==> src/rtl/harness_pkg.sv <==
// Shared helpers for the serdes test harness: counter sizing, output FSM states, parity.
// Latency: n/a (constants and pure functions only).
// Backpressure: n/a. Parity framing is selected by HARNESS_PARITY_EN in the modules that import this.
package harness_pkg;

  // Output serialiser FSM encoding
  localparam logic ST_IDLE  = 1'b0;
  localparam logic ST_SHIFT = 1'b1;

  // Widest word the parity helper accepts; callers zero-extend into it (zeros do not change parity)
  localparam int PARITY_MAX_W = 1024;

  // Bits needed to count 0..n-1, never less than one
  function automatic int cnt_width(input int n);
    int w;
    w = 1;
    while ((1 << w) < n) w = w + 1;
    return w;
  endfunction

  // Even-parity bit: 1 when the word holds an odd number of ones
  function automatic logic even_parity(input logic [PARITY_MAX_W-1:0] d);
    return ^d;
  endfunction

endpackage

==> src/rtl/harness_serialiser.sv <==
// Snapshots dut_out on capture_req and shifts it out MSB-first (plus even parity under HARNESS_PARITY_EN).
// Latency: first valid bit 1 cycle after the capture edge; frame lasts exactly one cycle per bit, no gaps.
// Backpressure: none; capture_req outside IDLE (including the last shift cycle) is dropped, never queued.
module harness_serialiser
  import harness_pkg::*;
#(
  parameter int OUT_WIDTH = 60
) (
  input  logic                 clock,
  input  logic                 reset_n,
  input  logic [OUT_WIDTH-1:0] dut_out,
  input  logic                 capture_req,
  output logic                 test_out,
  output logic                 test_out_valid,
  output logic                 out_busy
);

`ifdef HARNESS_PARITY_EN
  localparam int FRAME = OUT_WIDTH + 1;
`else
  localparam int FRAME = OUT_WIDTH;
`endif
  localparam int             CW   = cnt_width(FRAME);
  localparam logic [CW-1:0]  LAST = CW'(FRAME - 1);

  logic             state;
  logic [FRAME-1:0] shifter;
  logic [CW-1:0]    cnt;
  logic [FRAME-1:0] load_word;

  // Frame image loaded at capture: data, then the parity bit trailing the LSB when enabled
  always_comb begin
    load_word = '0;
`ifdef HARNESS_PARITY_EN
    load_word = {dut_out, even_parity(PARITY_MAX_W'(dut_out))};
`else
    load_word = dut_out;
`endif
  end

  // Output FSM: IDLE waits for a capture, SHIFT runs a fixed-length frame then returns to IDLE
  always_ff @(posedge clock) begin
    if (!reset_n) begin
      state   <= ST_IDLE;
      shifter <= '0;
      cnt     <= '0;
    end else if (state == ST_IDLE) begin
      if (capture_req) begin
        shifter <= load_word;
        cnt     <= '0;
        state   <= ST_SHIFT;
      end
    end else begin
      // Zero fill means the shifter is empty again when the frame ends, so test_out idles low
      shifter <= {shifter[FRAME-2:0], 1'b0};
      if (cnt == LAST) begin
        cnt   <= '0;
        state <= ST_IDLE;
      end else begin
        cnt <= cnt + CW'(1);
      end
    end
  end

  // All outputs come straight from flops
  assign test_out       = shifter[FRAME-1];
  assign test_out_valid = (state == ST_SHIFT);
  assign out_busy       = (state == ST_SHIFT);

endmodule

==> src/rtl/harness_serdes_framed.sv <==
// Pin-limited DUT harness: framed serial stimulus -> atomic parallel dut_in; dut_out snapshot -> serial test_out.
// Latency: dut_in updates 1 cycle after the final frame bit; test_out starts 1 cycle after capture_req.
// Backpressure: none; gaps via test_in_valid, partial frames never land. HARNESS_PARITY_EN adds parity + in_parity_err.
module harness_serdes_framed
  import harness_pkg::*;
#(
  parameter int                  IN_WIDTH  = 60,
  parameter int                  OUT_WIDTH = 60,
  parameter logic [IN_WIDTH-1:0] IN_RESET  = {IN_WIDTH{1'b0}}
) (
  input  logic                 clock,
  input  logic                 reset_n,
  input  logic                 test_in,
  input  logic                 test_in_valid,
  output logic [IN_WIDTH-1:0]  dut_in,
  output logic                 dut_in_update,
  input  logic [OUT_WIDTH-1:0] dut_out,
  input  logic                 capture_req,
  output logic                 test_out,
  output logic                 test_out_valid,
  output logic                 out_busy
`ifdef HARNESS_PARITY_EN
  ,
  output logic                 in_parity_err
`endif
);

`ifdef HARNESS_PARITY_EN
  localparam int IN_FRAME = IN_WIDTH + 1;
`else
  localparam int IN_FRAME = IN_WIDTH;
`endif
  localparam int            CW       = cnt_width(IN_FRAME);
  localparam logic [CW-1:0] LAST_BIT = CW'(IN_FRAME - 1);

  logic [IN_WIDTH-1:0] in_shift;
  logic [CW-1:0]       in_cnt;
  logic [IN_WIDTH-1:0] in_next;

  assign in_next = {in_shift[IN_WIDTH-2:0], test_in};

  // Input deserialiser: gaps hold everything; dut_in only changes when a whole frame has arrived
  always_ff @(posedge clock) begin
    if (!reset_n) begin
      in_shift      <= IN_RESET;
      in_cnt        <= '0;
      dut_in        <= IN_RESET;
      dut_in_update <= 1'b0;
`ifdef HARNESS_PARITY_EN
      in_parity_err <= 1'b0;
`endif
    end else begin
      dut_in_update <= 1'b0;
`ifdef HARNESS_PARITY_EN
      in_parity_err <= 1'b0;
`endif
      if (test_in_valid) begin
        if (in_cnt == LAST_BIT) in_cnt <= '0;
        else                    in_cnt <= in_cnt + CW'(1);
`ifdef HARNESS_PARITY_EN
        // Final bit is parity over the data already in the shifter; it is never shifted in
        if (in_cnt == LAST_BIT) begin
          if (even_parity(PARITY_MAX_W'(in_shift)) == test_in) begin
            dut_in        <= in_shift;
            dut_in_update <= 1'b1;
          end else begin
            in_parity_err <= 1'b1;
          end
        end else begin
          in_shift <= in_next;
        end
`else
        in_shift <= in_next;
        if (in_cnt == LAST_BIT) begin
          dut_in        <= in_next;
          dut_in_update <= 1'b1;
        end
`endif
      end
    end
  end

  harness_serialiser #(
    .OUT_WIDTH(OUT_WIDTH)
  ) u_ser (
    .clock         (clock),
    .reset_n       (reset_n),
    .dut_out       (dut_out),
    .capture_req   (capture_req),
    .test_out      (test_out),
    .test_out_valid(test_out_valid),
    .out_busy      (out_busy)
  );

endmodule
==> config.mk <==
export PLATFORM = sky130hd
export DESIGN_NAME = harness_serdes_framed
export DESIGN_NICKNAME = d
export VERILOG_FILES = /design/src/rtl/harness_pkg.sv /design/src/rtl/harness_serialiser.sv /design/src/rtl/harness_serdes_framed.sv
export SDC_FILE = /design/constraint.sdc
export NUM_CORES = 1
export LEC_CHECK = 0
export ABC_AREA = 1
export CAP_MARGIN = 20
export CORE_MARGIN = 5
export CORE_UTILIZATION = 45
export CTS_BUF_LIST = sky130_fd_sc_hd__clkbuf_4 sky130_fd_sc_hd__clkbuf_8
export CTS_CLUSTER_SIZE = 12
export DETAILED_ROUTE_END_ITERATION = 8
export PLACE_DENSITY_LB_ADDON = 0.1
export REMOVE_ABC_BUFFERS = 1
export SLEW_MARGIN = 10
export SYNTH_ARGS = -nofsm -noshare
export SYNTH_HDL_FRONTEND = slang
export SYNTH_SLANG_ARGS = --single-unit
==> constraint.sdc <==
create_clock -name clock -period 1.5 [get_ports clock]
set_clock_uncertainty 0.05 [all_clocks]
set_input_delay 0.45 -clock clock [delete_from_list [all_inputs] [get_ports clock]]
set_output_delay 0.45 -clock clock [all_outputs]
set_load 0.05 [all_outputs]
==> results of run 1 <==
worst paths after layout:
check                               startpoint                end  slack [ps]
worst max-delay path            u_ser.out_busy           out_busy         -70
worst min-delay path                   reset_n       in_shift[24]         320
worst max register to register  u_ser.out_busy  u_ser.shifter[37]          80
worst min register to register    in_shift[58]         dut_in[59]         400
through the flow:
step,utilization (%),std cells
2_1_floorplan,-,927
3_3_place_gp,58.93,1308
3_5_place_dp,58.93,1308
4_1_cts,62.08,1345
5_1_grt,62.81,1348
6_report,62.81,1348
metal layers:
layer	vias up	share of wire (%)	GRT usage, %
met4	0	1.1	5.355
met2	124	46	28.34
met1	2901	48	23.90
met5	-	0	0
met3	13	5.1	4.931
li1	3395	-	-
cells in the final DEF (no fill, tap or decap), types with 3 or more instances in the layout:
master,count
nand2_1,236
inv_1,141
dfxtp_1,129
o21ai_0,86
nand3_1,85
buf_12,74
a21oi_1,69
clkdlybuf4s50_1,61
o21ai_1,60
dfxtp_2,45
buf_4,28
nor2_1,19
dfxtp_4,19
clkbuf_8,17
o211ai_1,12
clkinvlp_4,5
nand2_2,4
inv_2,4
nor3_1,4
inv_8,3
cell families (layout without fill, tap and decap cells):
kind of cell    count (synthesis)  after routing  share of synthesized area (%)
simple gates                  353            353                          19.57
compound gates                230            230                          16.04
buf+inv                       212            347                          11.81
flops                         193            193                          51.87
fa+ha+maj                       2              2                         0.3359
xor+xnor                        2              2                         0.2352
mux                             1              1                         0.1344
area by class of cell:
cell class	instances	area [µm²]	share of cell area [%]
well taps	220	275.3	2.671
clock inverters	13	105.1	1.020
inverters	146	555.5	5.391
repair buffers	169	2412	23.41
multi-input cells	588	2716	26.36
flip-flops and latches	193	3991	38.73
clock buffers	19	249.0	2.416
sequential cells by signal, summed over array words and instances (netlist names):
name / count
u_ser.shifter: 60
in_cnt: 6
u_ser.out_busy: 1
in_shift: 59
u_ser.cnt: 6
dut_in: 60
dut_in_update: 1
critical path, delay by kind of cell, from the launching register on:
kind / cells / cell delay [ps]
buffers and inverters: 2 / 270
DFF: 1 / 360
where the power goes:
group | switching, W | leakage, nW | internal, W
sequential | 0.0000955 | 1.62 | 0.00530
clock | 0.00185 | 0.169 | 0.00121
combinational | 0.000615 | 2.60 | 0.000522
timing repair:
item / CTS / global route
cloned: 1 / 2
endpoints found under the setup margin: 64 / 77
gates resized for setup: 71 / 25
pin swaps: 0 / 1
buffers inserted: 4 / 2
endpoints found under the hold margin: 0 / 0
==> summary.txt, run 1 <==
Critical path
  • Setup crit end kind: output port
  • CP max stage cell: dfxtp_4
  • Arr. time, crit path: 1070 ps
  • Cell Chain, Critical Path: buf_12, buf_12
  • CP Class: reg -> out
  • Reg2Reg Depth: 8
  • Critical path peak fanout: 3
  • Crit path top cell by count: buf_12
  • CP max stage delay: 360 ps
  • Worst EP required: 1000 ps
  • CP startpoint kind: flip-flop

STA
  • FMAX: 0.6387 GHz
  • RSZ-0062 raised after global routing: yes
  • Setup_tns: -131.0 ps
  • Final min period: 1566 ps
  • Max-slew violations: 0
  • Min Hold Slack: 320.2 ps
  • Setup ws final: -65.64 ps
  • Max-slew headroom: 78.14%
  • Final setup vio count: 2
  • Least-Margin Pin Slew: 326.6 ps
  • Final Cycle Share: 104.4%
  • Final hold violations: 0

Clock network
  • CTS clk-pin slew, worst paths: 100 ps
  • Root buffer cell: clkbuf_8
  • Clock tree buffer depth: 2
  • Clock Latency Late Sink: 450 ps
  • Htree depth: 4
  • CTS buffer count: 17
  • CTS sink cnt: 193
  • # hold bufs at CTS: 0
  • CTS tree: done

Synth
  • Top cells by count, synth: nand2_1 (237), dfxtp_1 (193), inv_1 (142)
  • Post-Synthesis Cells: 993
  • Yosys top cell area share: 51.87%
  • Avg Inst Size Synth: 7.501 µm²
  • Mapped Area: 7448 µm²
  • Yosys cell types: 26
  • Synth Flop Type: dfxtp_1
  • Leading area contributor after synthesis: dfxtp_1
  • Synth area leaders: dfxtp_1 (52%), nand2_1 (12%), inv_1 (7.2%)
  • Ys Warns: 0
  • Number of synthesized register bits: 193
  • Count leader, synth: nand2_1
  • Register area share after synthesis: 51.87%
  • EDFF count, synth: 0
  • Ys async rst share: 0%

Floorplanning
  • Io pins: 129
  • Die W: 138.7 µm
  • Core region area: 16410 µm²
  • Row Count: 47
  • Initial Util: 45.40%
  • Die Ht: 138.7 µm
  • Die Area: 19230 µm²

GRT
  • All-layer global routing usage: 17.85%
  • Initial antenna violation count: 0
  • Vias in the first global route: 6085
  • Gr ovfl total: 0
  • First-pass GRT wire length: 28920 µm
  • Maximum number of pins on one net before global-route repair: 69

Hold path
  • Hold Path Cell Cnt: 3
  • Min-Delay Path Class: in -> reg

Route
  • WL/cell: 12.81 µm
  • Post-route DRC: 0
  • First DRT Iteration DRCs: 291
  • Vias/cell: 4.772
  • Post-route ant nets: 0
  • Aggregate routed wire length: 17270 µm
  • Vias: 6433
  • DRT Pass-1 Iters: 4

Final layout
  • Layout cell share with drive strength beyond 1: 19.33%
  • Area growth from synthesis to layout: 38.35%
  • Final nets: 1182
  • Post-route cell area: 10300 µm²
  • ANT cells: 0
  • Fillers: 1431

Pwr
  • Overall Power: 0.009604 W
  • VDD IR max: 0.6636 mV
  • Leakage: 4.385 nW
  • Power Density: 932.0 nW/µm²

Flow run
  • Max-Cap Viols: 0

Placed design
  • Pre-CTS setup slack: 45.62 ps
  • Area after DPL: 9668 µm²
  • I/O Buffers: 128
  • Routability cong.: 0.7585
  • Post-DP HPWL: 11220 µm

Outcome
  • Violated checks: setup timing
  • Status: complete, but fails checks
Power figures use the tool's default switching activity.
==> run 2: changes to the inputs <==
==> constraint.sdc (replaced) <==
create_clock -name clock -period 1.8 [get_ports clock]
set_clock_uncertainty 0.05 [all_clocks]
set_input_delay 0.54 -clock clock [delete_from_list [all_inputs] [get_ports clock]]
set_output_delay 0.54 -clock clock [all_outputs]
set_load 0.05 [all_outputs]
==> summary.txt, run 2 (synthesis results as in run 1) <==
Floorplanning
  • Core region area: 16410 µm² (unchanged)
  • Row Count: 47 (unchanged)
  • Die W: 138.7 µm (unchanged)
  • Initial Util: 45.40% (unchanged)
  • Io pins: 129 (unchanged)
  • Die Ht: 138.7 µm (unchanged)
  • Die Area: 19230 µm² (unchanged)

Hold path
  • Min-Delay Path Class: in -> reg
  • Hold Path Cell Cnt: 3 (unchanged)

Pwr
  • Power Density: 797.3 nW/µm² (-14%)
  • Overall Power: 0.007887 W (-18%)
  • VDD IR max: 0.4834 mV (-27%)
  • Leakage: 4.205 nW (-4.1%)

Final layout
  • Fillers: 1513 (+5.7%)
  • Layout cell share with drive strength beyond 1: 11.66% (-7.7 points)
  • ANT cells: 0 (unchanged)
  • Top flop regs: dut_in x60, u_ser.shifter x60, in_shift x59
  • Final nets: 1161 (-1.8%)
  • Most frequent cells in the layout: nand2_1 (236), dfxtp_1 (192), inv_1 (142)
  • Most common cell after layout, fill and taps aside: nand2_1
  • Area growth from synthesis to layout: 32.81%
  • Post-route cell area: 9892 µm² (-4.0%)

Clock network
  • CTS sink cnt: 193 (unchanged)
  • Clock tree buffer depth: 2 (unchanged)
  • Htree depth: 4 (unchanged)
  • CTS buffer count: 17 (unchanged)
  • Root buffer cell: clkbuf_8
  • CTS tree: done
  • CTS clk-pin slew, worst paths: 90 ps (about the same)
  • # hold bufs at CTS: 0 (unchanged)
  • Clock Latency Late Sink: 460 ps (about the same)

Outcome
  • Status: completed

Route
  • First DRT Iteration DRCs: 314 (+7.9%)
  • DRT Pass-1 Iters: 4 (unchanged)
  • Vias: 6278 (-2.4%)
  • Post-route DRC: 0 (unchanged)
  • Vias/cell: 4.735 (-0.79%)
  • WL/cell: 12.59 µm (-1.8%)
  • Aggregate routed wire length: 16690 µm (-3.4%)
  • Post-route ant nets: 0 (unchanged)

GRT
  • First-pass GRT wire length: 28320 µm (-2.1%)
  • Maximum number of pins on one net before global-route repair: 66 (-4.3%)
  • All-layer global routing usage: 17.51% (-0.35 points)
  • Initial antenna violation count: 0 (unchanged)
  • Gr ovfl total: 0 (unchanged)
  • Vias in the first global route: 5933 (-2.5%)

Placed design
  • Routability cong.: 0.7469 (-1.5%)
  • Post-DP HPWL: 10750 µm (-4.1%)
  • I/O Buffers: 128 (unchanged)
  • Area after DPL: 9538 µm² (-1.3%)

Critical path
  • Reg2Reg Depth: 7 (-1)
  • CP startpoint kind: flip-flop
  • Crit path top cell by count: buf_12
  • CP max stage cell: dfxtp_4
  • CP Class: reg -> out
  • CP max stage delay: 370 ps (about the same)
  • FF-to-FF setup slack: 140 ps (+60 ps)
  • Arr. time, crit path: 1140 ps (+70 ps)
  • Critical path peak fanout: 27 (+24)
  • Setup crit end kind: output port
  • Cell Chain, Critical Path: buf_12, buf_12
  • Worst EP required: 1210 ps (+210 ps)

STA
  • Final setup vio count: 0 (-2)
  • RSZ-0062 raised after global routing: no
  • FMAX: 0.5787 GHz
  • Least-Margin Pin Slew: 625.1 ps (+298.4 ps)
  • Setup_tns: 0 ps (+131.0 ps)
  • Final hold violations: 0 (unchanged)
  • Max-slew headroom: 58.33% (-20 points)
  • Max-slew violations: 0 (unchanged)
  • Final min period: 1728 ps
  • Final Cycle Share: 96.00%
  • Min Hold Slack: 387.4 ps (+67.23 ps)

Flow run
  • Max-Cap Viols: 0 (unchanged)
==> run 2: worst paths after layout <==
check,from,end
worst min-delay path,reset_n,in_shift[17]
worst min register to register,in_shift[58],dut_in[59]
worst max-delay path,u_ser.out_busy,out_busy
worst max register to register,u_ser.out_busy,u_ser.shifter[37]
==> run 2: final cells by class <==
type	count	area [µm²]	area share (%)
Sequential cell	193	3867	39.10
Multi-Input combinational cell	588	2708	27.37
Timing Repair Buffer	148	2150	21.73
Inverter	146	548.0	5.540
Clock buffer	22	284.0	2.871
Tap cell	220	275.3	2.783
Clock inverter	9	60.06	0.6071
==> run 2: routing by layer <==
metal	track usage (%)	wire length, µm
met3	5.483	982
met4	5.510	226
met5	0	0
met1	22.87	7940
met2	27.88	7538
==> run 2: critical path: cells and delay by family, from the launching register on <==
| kind | cells | cell delay (ps) |
|---|---|---|
| buffers and inverters | 2 | 320 |
| DFF | 1 | 370 |
==> run 2: power by group <==
part | internal [W] | switching, W | leakage [nW]
clock network | 0.00106 | 0.00144 | 0.175
registers | 0.00445 | 0.0000808 | 1.58
logic | 0.000367 | 0.000484 | 2.45
total | 0.00588 | 0.00201 | 4.20
==> run 2: per-stage QoR <==
stage / setup slack (ps) / util, % / cells
3_5_place_dp: 158.4 / 58.13 / 1294
4_1_cts: 25.43 / 60.29 / 1326
2_1_floorplan: -1735 / - / 927
3_3_place_gp: 194.1 / 58.13 / 1294
5_1_grt: 5.006 / 60.29 / 1326
6_report: 71.92 / 60.29 / 1326
==> run 2: what timing repair did <==
| item | 4_1_cts | 5_1_grt |
|---|---|---|
| buffers inserted | 1 | 0 |
| resized for setup | 1 | 0 |
| endpoints found under the setup margin | 2 | 0 |
